===== config.mk =====
export PLATFORM = sky130hd
export DESIGN_NAME = instr_encoder
export DESIGN_NICKNAME = d
export VERILOG_FILES = /design/src/rtl/instr_encoder.sv
export SDC_FILE = /design/constraint.sdc
export NUM_CORES = 1
export LEC_CHECK = 0
export ABC_AREA = 0
export BUFFER_PORTS_ARGS = -buffer_cell sky130_fd_sc_hd__buf_2
export CORE_ASPECT_RATIO = 0.75
export CORE_MARGIN = 10
export CORE_UTILIZATION = 40
export DETAILED_ROUTE_END_ITERATION = 7
export GPL_TIMING_DRIVEN = 0
export PLACE_DENSITY_LB_ADDON = 0.3
export SYNTH_ARGS = -nofsm -noshare
export SYNTH_HDL_FRONTEND = slang
export SYNTH_SLANG_ARGS = --single-unit
export TNS_END_PERCENT = 50

===== constraint.sdc =====
create_clock -name clk -period 6.7 [get_ports clk]
set_clock_uncertainty 0.2 [all_clocks]
set_input_delay 0.335 -clock clk [delete_from_list [all_inputs] [get_ports clk]]
set_output_delay 0.335 -clock clk [all_outputs]
set_load 0.01 [all_outputs]

===== src/rtl/instr_encoder.sv =====
// rtl/instr_encoder.sv - RV32I command encoder feeding a 4-entry output FIFO.
// Optional illegal-command counter enabled by macro INSTR_ENCODER_ERR_CNT_EN.
module instr_encoder (
    input  logic        clk,
    input  logic        rst_n,
    input  logic        cmd_valid,
    output logic        cmd_ready,
    input  logic [3:0]  cmd_op,
    input  logic [4:0]  cmd_rd,
    input  logic [4:0]  cmd_rs1,
    input  logic [4:0]  cmd_rs2,
    input  logic [11:0] cmd_imm,
    output logic        out_valid,
    input  logic        out_ready,
    output logic [31:0] out_instr,
`ifdef INSTR_ENCODER_ERR_CNT_EN
    output logic [7:0]  err_count,
`endif
    output logic        err_illegal
);

    localparam logic [6:0] OPC_R    = 7'b0110011;
    localparam logic [6:0] OPC_IMM  = 7'b0010011;
    localparam logic [6:0] OPC_LOAD = 7'b0000011;
    localparam logic [6:0] OPC_STR  = 7'b0100011;

    logic [31:0] mem_q [4];
    logic [1:0]  wptr_q, wptr_d;
    logic [1:0]  rptr_q, rptr_d;
    logic [2:0]  count_q, count_d;
    logic        err_q, err_d;

    logic        legal;
    logic        accept;
    logic        push;
    logic        pop;
    logic [31:0] enc_word;

    always_comb begin
        enc_word = '0;
        legal    = 1'b1;
        case (cmd_op)
            4'd0: enc_word = {7'b0000000, cmd_rs2, cmd_rs1, 3'b000, cmd_rd, OPC_R};
            4'd1: enc_word = {7'b0100000, cmd_rs2, cmd_rs1, 3'b000, cmd_rd, OPC_R};
            4'd2: enc_word = {7'b0000000, cmd_rs2, cmd_rs1, 3'b111, cmd_rd, OPC_R};
            4'd3: enc_word = {7'b0000000, cmd_rs2, cmd_rs1, 3'b110, cmd_rd, OPC_R};
            4'd4: enc_word = {7'b0000000, cmd_rs2, cmd_rs1, 3'b010, cmd_rd, OPC_R};
            4'd5: enc_word = {cmd_imm, cmd_rs1, 3'b000, cmd_rd, OPC_IMM};
            4'd6: enc_word = {cmd_imm, cmd_rs1, 3'b010, cmd_rd, OPC_LOAD};
            4'd7: enc_word = {cmd_imm[11:5], cmd_rs2, cmd_rs1, 3'b010, cmd_imm[4:0], OPC_STR};
            default: legal = 1'b0;
        endcase
    end

    assign cmd_ready = (count_q != 3'd4);
    assign out_valid = (count_q != 3'd0);
    // Gating by out_valid makes the output read 0 as soon as reset clears count.
    assign out_instr = out_valid ? mem_q[rptr_q] : 32'd0;
    assign err_illegal = err_q;

    assign accept = cmd_valid && cmd_ready;
    assign push   = accept && legal;
    assign pop    = out_valid && out_ready;

    always_comb begin
        wptr_d  = wptr_q + {1'b0, push};
        rptr_d  = rptr_q + {1'b0, pop};
        count_d = count_q + {2'b00, push} - {2'b00, pop};
        err_d   = accept && !legal;
    end

    always_ff @(posedge clk or negedge rst_n) begin
        if (!rst_n) begin
            wptr_q  <= '0;
            rptr_q  <= '0;
            count_q <= '0;
            err_q   <= 1'b0;
        end else begin
            wptr_q  <= wptr_d;
            rptr_q  <= rptr_d;
            count_q <= count_d;
            err_q   <= err_d;
        end
    end

    // Storage needs no reset: stale entries are never visible once count is 0.
    always_ff @(posedge clk) begin
        if (push) begin
            mem_q[wptr_q] <= enc_word;
        end
    end

`ifdef INSTR_ENCODER_ERR_CNT_EN
    logic [7:0] err_cnt_q, err_cnt_d;

    always_comb begin
        err_cnt_d = err_cnt_q;
        if (err_d && (err_cnt_q != 8'hFF)) begin
            err_cnt_d = err_cnt_q + 8'd1;
        end
    end

    always_ff @(posedge clk or negedge rst_n) begin
        if (!rst_n) begin
            err_cnt_q <= '0;
        end else begin
            err_cnt_q <= err_cnt_d;
        end
    end

    assign err_count = err_cnt_q;
`endif

endmodule


==> metrics.md, run 1 <==
| Metric | Value |
|---|---|
| Clock tree from TritonCTS | `yes` |
| Number of routed nets with antenna violations | `0` |
| Depth of the worst register-to-register path | `10` |
| Maxcap violations | `0` |
| Post-synth design cell area | `0.004997 sq mm` |
| Maximum number of pins on one net before global-route repair | `29` |
| Storage cell area | `between 0.003 and 0.004 sq mm` |
| Count of warnings emitted by yosys | `0` |
| Via Count | `2636` |
| Share of the clock period used by the worst path | `0.4475` |
| Count of unique library cells instantiated by Yosys | `29` |
| DRT Wirelength | `10.06 mm` |
| Most instantiated cells after synthesis | `sky130_fd_sc_hd__edfxtp_1, sky130_fd_sc_hd__nor2b_1, sky130_fd_sc_hd__mux4_2` |
| Primary FF master, synth | `sky130_fd_sc_hd__edfxtp_1` |
| Width of the die | `149.1 um` |
| Total GRT Usage | `0.1218` |
| Resize count post-CTS | `0` |
| IO Pins | `70` |
| Crit path launch type | `register` |
| Fin Hold WS | `0.08786 ns` |
| Number of register bits inferred by synthesis | `120` |
| Setup repair after global routing missed its margin | `no` |
| Type of the setup path with the least slack | `register to register` |
| Initial DRT Pass Iterations | `4` |
| Final Critical Period | `2.999 ns` |
| Antenna violations before repair | `0` |
| GPL Wtd Cong | `0.8198` |
| CP Capture Type | `register` |
| Most used standard cell by instance count after synthesis | `sky130_fd_sc_hd__edfxtp_1` |
| Overflow left after global routing | `0` |
| Post-Synthesis Mean Instance Area | `about 18 sq um` |
| Share of layout cells above drive strength 1 | `0.3885` |
| First-pass GRT wire length | `15.79 mm` |
| Hold Vio Cnt, Final | `0` |
| Final setup TNS | `0 ns` |
| Violation count after the first detailed-routing iteration | `214` |
| Synth area leaders | `sky130_fd_sc_hd__edfxtp_1, sky130_fd_sc_hd__mux4_2, sky130_fd_sc_hd__nor2b_1` |
| Hold path startpoint | `cmd_imm[5]` |
| Clk_lat worst skew | `around 0.40 ns` |
| Count of filler cells inserted in the layout | `around 1.1k` |
| Final count of negative-setup-slack endpoints | `0` |
| CTS buffer count | `17` |
| Launch point of the critical path | `count_q[1]$_DFF_PN0_` |
| Cell area power density | `409.3 mW/mm^2` |
| Share of flip-flops with an asynchronous set or reset | `0.06667` |
| Die Outline Area | `0.01741 sq mm` |
| Instance count along the most critical hold path | `2` |
| Average routed wire per standard cell | `about 18 um` |
| Site Rows | `35` |
| Highest clock frequency the design can meet | `0.3335 GHz` |
| Number of flops mapped to enable cells by yosys | `112` |
| LEAKAGE | `2.310 nW` |
| Diode count | `0` |
| Setup fix buffers added after clock tree synthesis | `0` |
| Post-CTS Hold Buffers | `2` |
| DRC Markers | `0` |
| Hold EP | `mem_q[3][25]$_DFFE_PP_` |
| Htree depth | `4` |
| R2R setup slack | `3.70 ns` |
| Post-place setup slack | `3.593 ns` |
| Port buffer count | `65` |
| Routed via count divided by cell count | `4.819` |
| Number of max-slew violations in the final report | `0` |
| Number of clock sinks seen by CTS | `120` |
| Sequential-to-total area share from yosys stat | `0.7131` |
| CP Max Fanout | `10` |
| Net total in the final layout | `408` |
| Synth top area share | `0.6730` |
| Run status | `finished clean` |
| Area used by multi-input combinational logic | `0.001316 sq mm` |
| Crit path setup slack, layout | `between 3 and 4 ns` |
| Vias in the first global route | `2930` |
| Core outline area | `0.01226 sq mm` |
| Height of the die | `116.8 um` |
| Largest voltage drop on the vdd net | `0.2500 mV` |
| Slew @ Worst Pin | `0.7763 ns` |
| R2R Path Start | `count_q[1]$_DFF_PN0_` |
| DP Wirelength | `7.352 mm` |
| Post-synthesis cell type with the largest combined area | `sky130_fd_sc_hd__edfxtp_1` |
| Maximum clock path buffer count | `2` |
| R2R Path End | `count_q[2]$_DFF_PN0_` |
| Clock slew at reported path FFs | `approximately 0.05 ns` |
| Worst slew margin relative to its limit | `0.4824` |
| Worst endpoint data arrival time | `around 3.1 ns` |
| Worst hold path class | `input pin to register` |
| Area growth syn-to-layout | `23.91%` |
| Critical path data required time | `approximately 6.8 ns` |
| Initial cell density of the core | `0.4076` |
| Root Buffer | `sky130_fd_sc_hd__clkbuf_16` |
| Number of cells produced by synthesis | `271` |
## critical path, cell delays in order, from the launching register on
cell	delay, ns
sky130_fd_sc_hd__dfrtp_1	0.42
sky130_fd_sc_hd__nor3_1	0.50
sky130_fd_sc_hd__clkbuf_1	0.41
sky130_fd_sc_hd__nor2b_1	0.13
sky130_fd_sc_hd__ha_1	0.31
sky130_fd_sc_hd__inv_1	0.06
sky130_fd_sc_hd__ha_1	0.13
sky130_fd_sc_hd__inv_1	0.05
sky130_fd_sc_hd__fa_1	0.41
sky130_fd_sc_hd__xnor2_1	0.15
sky130_fd_sc_hd__xnor2_1	0.12
## cell usage in the layout, fill, tap and decap left out, drive strengths merged, types with 3 or more instances in the layout
master / instances
a21oi: 8
a31o: 5
and2: 8
and3: 4
buf: 86
clkbuf: 34
clkinv: 5
conb: 3
dfrtp: 8
edfxtp: 112
ha: 4
inv: 7
mux2i: 5
mux4: 28
nand2b: 5
nor2: 10
nor2b: 34
xor2: 3
## power by group
| group | leakage, nW | internal [mW] | switching, mW | total (mW) |
|---|---|---|---|---|
| sequential | 1.13 | 0.926 | 0.0354 | 0.962 |
| clock | 0.256 | 0.498 | 0.279 | 0.777 |
| combinational | 0.923 | 0.392 | 0.405 | 0.796 |
| total | 2.31 | 1.82 | 0.719 | 2.53 |
## registers in the layout (all words and copies together), names as in the netlist
| register | count |
|---|---|
| mem_q | 112 |
| count_q | 3 |
| rptr_q | 2 |
| wptr_q | 2 |
| err_illegal | 1 |
## worst max-delay path by stage
stage	endpoint	slack [ns]
floorplan	mem_q[1][10]$_DFFE_PP_	3.05
global placement	mem_q[1][17]$_DFFE_PP_	1.46
detailed placement	count_q[2]$_DFF_PN0_	3.59
CTS	count_q[2]$_DFF_PN0_	3.57
global route	count_q[2]$_DFF_PN0_	3.40
finish	count_q[2]$_DFF_PN0_	3.70
## stage by stage
| stage | util | cell area [sq um] | power [mW] | instances |
|---|---|---|---|---|
| detailed placement | 0.4612 | 5655 | 1.803 | 513 |
| finish | 0.5050 | 6192 | 2.535 | 547 |
| CTS | 0.5050 | 6192 | 2.583 | 547 |
| floorplan | - | 5005 | 1.500 | 273 |
| global placement | 0.4516 | 5538 | 1.770 | 504 |
| global route | 0.5050 | 6192 | 2.682 | 547 |
## logic make-up (layout without fill, tap and decap cells)
group,count (synthesis),in the layout,share of synthesized area
DFF,120,120,0.7131
and+or+nand+nor,67,67,0.07912
muxes,33,33,0.1362
buffers and inverters,26,134,0.02829
AOI/OAI and AO/OA,14,14,0.01828
adders and majority gates,5,5,0.01402
xor gates and xnor gates,5,5,0.01027
other,1,3,0.0007504
## routing by layer
metal  share of wire  global-route usage
met1            0.43              0.1473
met2            0.50              0.2011
met3           0.056             0.03496
met4           0.013             0.05349
met5               0                   0
## cell type report
class / count / share of cell area
inverters: 8 / 0.004849
clock inverters: 4 / 0.003233
repair buffers: 76 / 0.07214
multi-input cells: 127 / 0.2126
clock buffers: 28 / 0.08022
well taps: 166 / 0.03354
flip-flops and latches: 120 / 0.5755
plain buffers: 18 / 0.01798
Note: power is estimated with default switching activity, not from simulation.
==> run 2: changes to the inputs <==
--- a/config.mk
+++ b/config.mk
@@ -5,7 +5,7 @@
 export SDC_FILE = /design/constraint.sdc
 export NUM_CORES = 1
 export LEC_CHECK = 0
-export ABC_AREA = 0
+export ABC_AREA = 1
 export BUFFER_PORTS_ARGS = -buffer_cell sky130_fd_sc_hd__buf_2
 export CORE_ASPECT_RATIO = 0.75
 export CORE_MARGIN = 10
==> constraint.sdc (replaced) <==
create_clock -name clk -period 2.49 [get_ports clk]
set_clock_uncertainty 0.2 [all_clocks]
set_input_delay 0.1245 -clock clk [delete_from_list [all_inputs] [get_ports clk]]
set_output_delay 0.1245 -clock clk [all_outputs]
set_load 0.01 [all_outputs]
==> run 2 against run 1 <==
  * Wire length is 36% higher
  * Sequential power rose to 2.7 times the previous value
  * Count of clock-buffer cells in the layout decreased by 9
  * Largest cell class unchanged
  * Highest routed layer unchanged
  * Die area up 9.1%
  * Core utilization up 1.6 points
  * Maximum frequency increased by 27%
  * Largest power group is now combinational cells
==> metrics.md, run 2 <==
| Metric | Value |
|---|---|
| DRC Markers | `0` |
| Average routed wire per standard cell | `roughly 16 um` |
| Post-Layout Inst Area | `0.007118 sq mm` |
| Dpl cell area | `0.006221 sq mm` |
| Final cell utilization of the core | `0.5212` |
| Root Buffer | `sky130_fd_sc_hd__clkbuf_16` |
| Post-synth design cell area | `0.005537 sq mm` |
| Area growth syn-to-layout | `28.57%` |
| First-pass GRT wire length | `approximately 22 mm` |
| Share of the clock period used by the worst path | `0.9489` |
| Crit path buffers/inverters | `3` |
| Initial cell density of the core | `0.4054` |
| Number of flip-flops in the largest register | `between 100 and 150` |
| Crit path setup slack, layout | `0.1272 ns` |
| Clk_lat worst skew | `0.41 ns` |
| Final count of negative-setup-slack endpoints | `0` |
| Htree depth | `4` |
| Synth area leaders | `sky130_fd_sc_hd__edfxtp_1, sky130_fd_sc_hd__inv_1, sky130_fd_sc_hd__nand2_1` |
| Number of cells produced by synthesis | `571` |
| DRT Wirelength | `13.72 mm` |
| Routed via count divided by cell count | `4.664` |
| Number of register bits inferred by synthesis | `120` |
| Via Count | `4095` |
| Hold Vio Cnt, Final | `0` |
| Post-synthesis cell type with the largest combined area | `sky130_fd_sc_hd__edfxtp_1` |
| Slew @ Worst Pin | `0.6662 ns` |
| Site Rows | `37` |
| Clock slew at reported path FFs | `around 0.050 ns` |
| Count of filler cells inserted in the layout | `1195` |
| GPL Wtd Cong | `~0.83` |
| Portion of total power attributed to the clock network | `0.301` |
| Most frequent standard cell in the layout excluding fill and tap cells | `sky130_fd_sc_hd__inv_1` |
| Violation count after the first detailed-routing iteration | `334` |
| Total GRT Usage | `0.1498` |
| Maximum clock path buffer count | `2` |
| Setup repair after global routing missed its margin | `no` |
| Port buffer count | `65` |
| Leading cell types in the layout, fill and taps excluded | `sky130_fd_sc_hd__inv_1, sky130_fd_sc_hd__nand2_1, sky130_fd_sc_hd__edfxtp_1` |
| Number of clock sinks seen by CTS | `120` |
| Vias in the first global route | `~4.2k` |
| Standard cell with the maximum stage delay on the critical path | `sky130_fd_sc_hd__dfrtp_1` |
| Critical path data required time | `2.59 ns` |
| Largest register by flop count | `mem_q` |
| CTS buffer count | `17` |
| Largest voltage drop on the vdd net | `0.5736 mV` |
| Diode count | `0` |
| Registers with the most flip-flops | `mem_q x112, count_q x3` |
| Largest stage delay on the critical path | `0.43 ns` |
| IO Pins | `70` |
| Number of flops mapped to enable cells by yosys | `around 110` |
| Most used standard cell by instance count after synthesis | `sky130_fd_sc_hd__inv_1` |
| Maxcap violations | `0` |
| Overflow left after global routing | `0` |
| Highest clock frequency the design can meet | `0.4232 GHz` |
| Share of flip-flops with an asynchronous set or reset | `0.06667` |
| Crit path launch type | `register` |
| Post-Synthesis Mean Instance Area | `9.696 sq um` |
| Worst endpoint data arrival time | `between 2 and 2.5 ns` |
| Switching fraction of total power | `0.3514` |
| Number of routed nets with antenna violations | `0` |
| Number of max-slew violations in the final report | `0` |
| Height of the die | `between 100 and 150 um` |
| Cell type group with the largest total delay on the critical path | `adder cells` |
| Die Outline Area | `0.01900 sq mm` |
| Sequential-to-total area share from yosys stat | `0.6436` |
| Run status | `finished clean` |
| Cell Chain, Critical Path | `nor3_4, buf_6, nor2_1, ha_1, inv_1, ha_1, inv_1, fa_1, xor2_1` |
| Net total in the final layout | `731` |
| Count of unique library cells instantiated by Yosys | `22` |
| Worst slew margin relative to its limit | `0.5559` |
| Primary FF master, synth | `sky130_fd_sc_hd__edfxtp_1` |
| Share of layout cells above drive strength 1 | `0.1835` |
| Type of the setup path with the least slack | `register to register` |
| CP Max Fanout | `10` |
| Post-place setup slack | `-0.2218 ns` |
| Fin Hold WS | `0.01650 ns` |
| DP Wirelength | `9.225 mm` |
| Maximum number of pins on one net before global-route repair | `21` |
| Worst hold path class | `input pin to register` |
| Switching power total | `2.742 mW` |
| Synth top area share | `0.6075` |
| CP Capture Type | `register` |
| Count of warnings emitted by yosys | `0` |
| Final Critical Period | `approximately 2.4 ns` |
| Cell area power density | `1096 mW/mm^2` |
| LEAKAGE | `about 3.3 nW` |
| Antenna violations before repair | `0` |
| Part of the power in registers | `0.335` |
| Width of the die | `155.9 um` |
| Clock tree from TritonCTS | `yes` |
| Core outline area | `0.01366 sq mm` |
| Internal power consumption | `between 5 and 6 mW` |
| Initial DRT Pass Iterations | `5` |
| Most instantiated cells after synthesis | `sky130_fd_sc_hd__inv_1, sky130_fd_sc_hd__nand2_1, sky130_fd_sc_hd__edfxtp_1` |
| Combinational share of power | `0.364` |
## run 2: cell types whose count changed in the layout (fill, tap and decap cells not counted), sizes merged, moves of 8 or more
cell         previous run  this run
mux4                   28         0
nand2                   0       134
nand3                   1        74
and2                    8         0
dlygate4sd3             2        30
inv                     7       142
nor2                   10        27
a21oi                   8        32
nor2b                  34         0
clkbuf                 34        22
## run 2: worst reg2reg max path: stages (launching register included)
cell,delay [ns]
sky130_fd_sc_hd__dfrtp_1,0.43
sky130_fd_sc_hd__nor3_4,0.28
sky130_fd_sc_hd__buf_6,0.19
sky130_fd_sc_hd__nor2_1,0.08
sky130_fd_sc_hd__ha_1,0.29
sky130_fd_sc_hd__inv_1,0.05
sky130_fd_sc_hd__ha_1,0.12
sky130_fd_sc_hd__inv_1,0.05
sky130_fd_sc_hd__fa_1,0.40
sky130_fd_sc_hd__xor2_1,0.16
## run 2: final cells by class
class                   instances  area [sq um]  share of cell area
clock inverters                12         133.9             0.01881
plain buffers                  27         168.9             0.02373
inverters                     142         533.0             0.07488
well taps                     175         219.0             0.03076
multi-input cells             284          1339              0.1881
clock buffers                  19         432.9             0.06082
flip-flops and latches        120          3563              0.5006
repair buffers                 99         728.2              0.1023
## run 2: cells by family (layout without fill, tap and decap cells)
logic type	count (synthesis)	in the layout	share of synthesized area
AO/OA/AOI/OAI	36	36	0.03300
XOR/XNOR	3	3	0.004747
adder cells (fa/ha/maj)	5	5	0.01266
buffers and inverters	169	299	0.1256
flip-flops	120	120	0.6436
other	1	3	0.0006773
AND/OR/NAND/NOR	237	237	0.1797
## run 2: metrics by stage
stage	power [mW]	TNS [ns]	cells
after global routing	8.305	0	878
final	7.803	0	878
after floorplan	4.292	-12.45	573
after global placement	5.333	-137.32	813
after detailed placement	5.462	-0.4182	817
after CTS	7.873	0	878
## run 2: timing repair
item / 4_1_cts / 5_1_grt
endpoints found under the setup margin: 2 / 2
pin swaps: 0 / 1
endpoints found under the hold margin: 94 / 0
resized for setup: 4 / 2
hold buffers: 30 / 0
buffers inserted: 0 / 0
## run 2: final timing paths
check,startpoint,endpoint,slack [ns],cells past startpoint
setup / recovery,count_q[0]$_DFF_PN0_,count_q[2]$_DFF_PN0_,0.13,9
hold / removal,cmd_imm[2],mem_q[0][9]$_DFFE_PP_,0.02,3
setup reg to reg,count_q[0]$_DFF_PN0_,count_q[2]$_DFF_PN0_,0.13,9
hold reg to reg,wptr_q[1]$_DFF_PN0_,wptr_q[1]$_DFF_PN0_,0.32,1
max in group asynchronous,rst_n,rptr_q[0]$_DFF_PN0_,1.33,3
min in group asynchronous,rst_n,wptr_q[0]$_DFF_PN0_,0.49,3
## run 2: power by group through the flow
stage | Clock (mW) | Combinational (mW) | Sequential (mW)
floorplan | 0 | 1.67 | 2.62
global placement | 0 | 2.69 | 2.64
detailed placement | 0 | 2.83 | 2.63
CTS | 2.37 | 2.89 | 2.61
global route | 2.48 | 3.19 | 2.64
finish | 2.35 | 2.84 | 2.61
## run 2: routing by layer
layer,part of all wire,track usage,vias to the layer above
met1,0.48,0.1981,1916
met5,0,0,-
met3,0.068,0.04542,12
met2,0.45,0.2359,135
met4,0.0092,0.03943,0
li1,-,-,2032
==> run 3: changes to the inputs <==
--- a/config.mk
+++ b/config.mk
@@ -7,9 +7,11 @@
 export LEC_CHECK = 0
 export ABC_AREA = 1
 export BUFFER_PORTS_ARGS = -buffer_cell sky130_fd_sc_hd__buf_2
+export CELL_PAD_IN_SITES_DETAIL_PLACEMENT = 1
+export CELL_PAD_IN_SITES_GLOBAL_PLACEMENT = 2
 export CORE_ASPECT_RATIO = 0.75
 export CORE_MARGIN = 10
-export CORE_UTILIZATION = 40
+export CORE_UTILIZATION = 33
 export DETAILED_ROUTE_END_ITERATION = 7
 export GPL_TIMING_DRIVEN = 0
 export PLACE_DENSITY_LB_ADDON = 0.3
==> run 3 against run 2 <==
  * Clock power up 5%
  * Largest cell class unchanged
  * Global-route usage down 0.31 points
  * Sequential power about the same
  * Flip-flop and latch count unchanged
  * Sequential share of layout area down 0.47 points
  * Worst setup slack better by 0.0077 ns
  * Maximum frequency up 0.33%
  * Hold slack better by 0.0019 ns
  * Via count up 0.98%
  * Critical path type unchanged
==> metrics.md, run 3 (synthesis results as in run 2) <==
| Metric | Value |
|---|---|
| Crit path buffers/inverters | `3` |
| Maximum number of pins on one net before global-route repair | `22` |
| Setup repair after global routing missed its margin | `no` |
| Largest voltage drop on the vdd net | `0.5818 mV` |
| Post-place setup slack | `-0.3429 ns` |
| Leading cell types in the layout, fill and taps excluded | `sky130_fd_sc_hd__inv_1, sky130_fd_sc_hd__nand2_1, sky130_fd_sc_hd__edfxtp_1` |
| Average routed wire per standard cell | `~18 um` |
| Most frequent standard cell in the layout excluding fill and tap cells | `sky130_fd_sc_hd__inv_1` |
| Depth of the worst register-to-register path | `9` |
| R2R Path Start | `count_q[0]$_DFF_PN0_` |
| Run status | `finished clean` |
| Overflow left after global routing | `0` |
| DRT Wirelength | `16.22 mm` |
| Initial cell density of the core | `0.3414` |
| LEAKAGE | `3.344 nW` |
| GPL Wtd Cong | `0.7762` |
| First-pass GRT wire length | `approximately 25 mm` |
| Hold EP | `mem_q[3][7]$_DFFE_PP_` |
| Maxcap violations | `0` |
| Number of routed nets with antenna violations | `0` |
| Worst hold path class | `input pin to register` |
| Instance count along the most critical hold path | `3` |
| Overall power consumption | `8.015 mW` |
| Clock tree from TritonCTS | `yes` |
| Number of flip-flops in the largest register | `approximately 110` |
| Area growth syn-to-layout | `29.83%` |
| Largest stage delay on the critical path | `0.43 ns` |
| Violation count after the first detailed-routing iteration | `244` |
| Core outline area | `0.01622 sq mm` |
| DRC Markers | `0` |
| Cell Chain, Critical Path | `nor3_4, buf_6, nor2_1, ha_1, inv_1, ha_1, inv_1, fa_1, xor2_1` |
| Routed via count divided by cell count | `~4.5` |
| Registers with the most flip-flops | `mem_q x112, count_q x3` |
| Port buffer count | `65` |
| R2R setup slack | `0.13 ns` |
| Vias in the first global route | `4638` |
| Clk_lat worst skew | `0.42 ns` |
| DP Wirelength | `11.00 mm` |
| Hold path startpoint | `cmd_rd[0]` |
| Standard cell with the maximum stage delay on the critical path | `sky130_fd_sc_hd__dfrtp_1` |
| IO Pins | `70` |
| Width of the die | `169.6 um` |
| Critical path data required time | `2.60 ns` |
| Root Buffer | `sky130_fd_sc_hd__clkbuf_16` |
| Cell area power density | `roughly 1100 mW/mm^2` |
| Final count of negative-setup-slack endpoints | `0` |
| Htree depth | `4` |
| Share of layout cells above drive strength 1 | `0.1929` |
| Crit path launch type | `register` |
| Highest clock frequency the design can meet | `0.4246 GHz` |
| Largest register by flop count | `mem_q` |
| Hold Vio Cnt, Final | `0` |
| Height of the die | `132.2 um` |
| Slew @ Worst Pin | `0.6821 ns` |
| Number of max-slew violations in the final report | `0` |
| CTS buffer count | `17` |
| CP Max Fanout | `10` |
| Number of clock sinks seen by CTS | `120` |
| Cell type group with the largest total delay on the critical path | `adder cells` |
| Count of filler cells inserted in the layout | `1886` |
| Total instance count after detailed placement | `852` |
| Fin Hold WS | `around 0.018 ns` |
| R2R Path End | `count_q[2]$_DFF_PN0_` |
| Final Critical Period | `2.355 ns` |
| Type of the setup path with the least slack | `register to register` |
| Worst slew margin relative to its limit | `0.5452` |
| Net total in the final layout | `732` |
| Maximum clock path buffer count | `2` |
| Total GRT Usage | `0.1467` |
| Clock slew at reported path FFs | `~0.060 ns` |
| Initial DRT Pass Iterations | `4` |
| CP Capture Type | `register` |
| Final std cells w/o fill | `slightly above 900` |
| Diode count | `0` |
| Via Count | `around 4.1k` |
| Site Rows | `40` |
| Antenna violations before repair | `0` |
| Worst endpoint data arrival time | `2.46 ns` |
| Share of the clock period used by the worst path | `0.9458` |
| Die Outline Area | `0.02241 sq mm` |
| Crit path setup slack, layout | `0.1349 ns` |
==> run 3: cell count changes in the layout (fill, tap and decap cells not counted), sizes merged <==
cell / delta
clkinvlp: +3
clkbuf: -2
bufinv: -1
buf: +1
clkinv: -6
inv: +7
==> run 3: metrics by stage <==
| step | instance area [sq um] | util | setup TNS, ns |
|---|---|---|---|
| floorplan | 5544 | - | -12.45 |
| finish | 7188 | 0.4433 | 0 |
| global placement | 6132 | 0.3782 | -145.16 |
| detailed placement | 6257 | 0.3859 | -0.6517 |
| CTS | 7172 | 0.4423 | 0 |
| global route | 7188 | 0.4433 | 0 |
==> run 3: area by class of cell <==
type / instances / area (sq um) / area share
Clock buffer: 17 / 425.4 / 0.05918
Clock inverter: 15 / 166.4 / 0.02315
Timing Repair Buffer: 100 / 728.2 / 0.1013
Multi-Input combinational cell: 284 / 1339 / 0.1862
Inverter: 142 / 533.0 / 0.07415
Buffer: 27 / 168.9 / 0.02350
Sequential cell: 120 / 3565 / 0.4959
Tap cell: 210 / 262.8 / 0.03655
==> run 3: where the power goes <==
part           internal [mW]  switching [mW]
sequential              2.49           0.129
combinational           1.03            1.91
clock                   1.49           0.963
==> run 3: tightest hold or removal path, delay by kind of cell <==
kind | cells | cell delay (ns)
compound gates | 1 | 0.15
buf+inv | 1 | 0.09
simple gates | 1 | 0.08
==> run 3: routing by layer <==
metal  global-route usage  up-vias  share of wire
li1                     -     2037              -
met1               0.1855     2006           0.46
met2               0.2418       86           0.48
met3              0.03456        6          0.052
met4              0.04450        0         0.0041
met5                    0        -              0
==> run 3: how the worst max path moves through the flow <==
stage	from	to	slack, ns	cells past startpoint
3_3_place_gp	count_q[1]$_DFF_PN0_	mem_q[3][15]$_DFFE_PP_	-1.34	4
2_1_floorplan	count_q[1]$_DFF_PN0_	mem_q[0][10]$_DFFE_PP_	-0.11	4
3_5_place_dp	count_q[1]$_DFF_PN0_	count_q[2]$_DFF_PN0_	-0.34	9
6_report	count_q[0]$_DFF_PN0_	count_q[2]$_DFF_PN0_	0.13	9
5_1_grt	count_q[0]$_DFF_PN0_	count_q[2]$_DFF_PN0_	0.004	9
4_1_cts	count_q[1]$_DFF_PN0_	count_q[2]$_DFF_PN0_	0.03	9
==> run 3: timing repair <==
action	4_1_cts	5_1_grt
endpoints found under the hold margin	102	0
pin swaps	0	1
buffers inserted	0	1
resized for setup	5	2
hold buffers	30	0
setup endpoints to repair	2	2
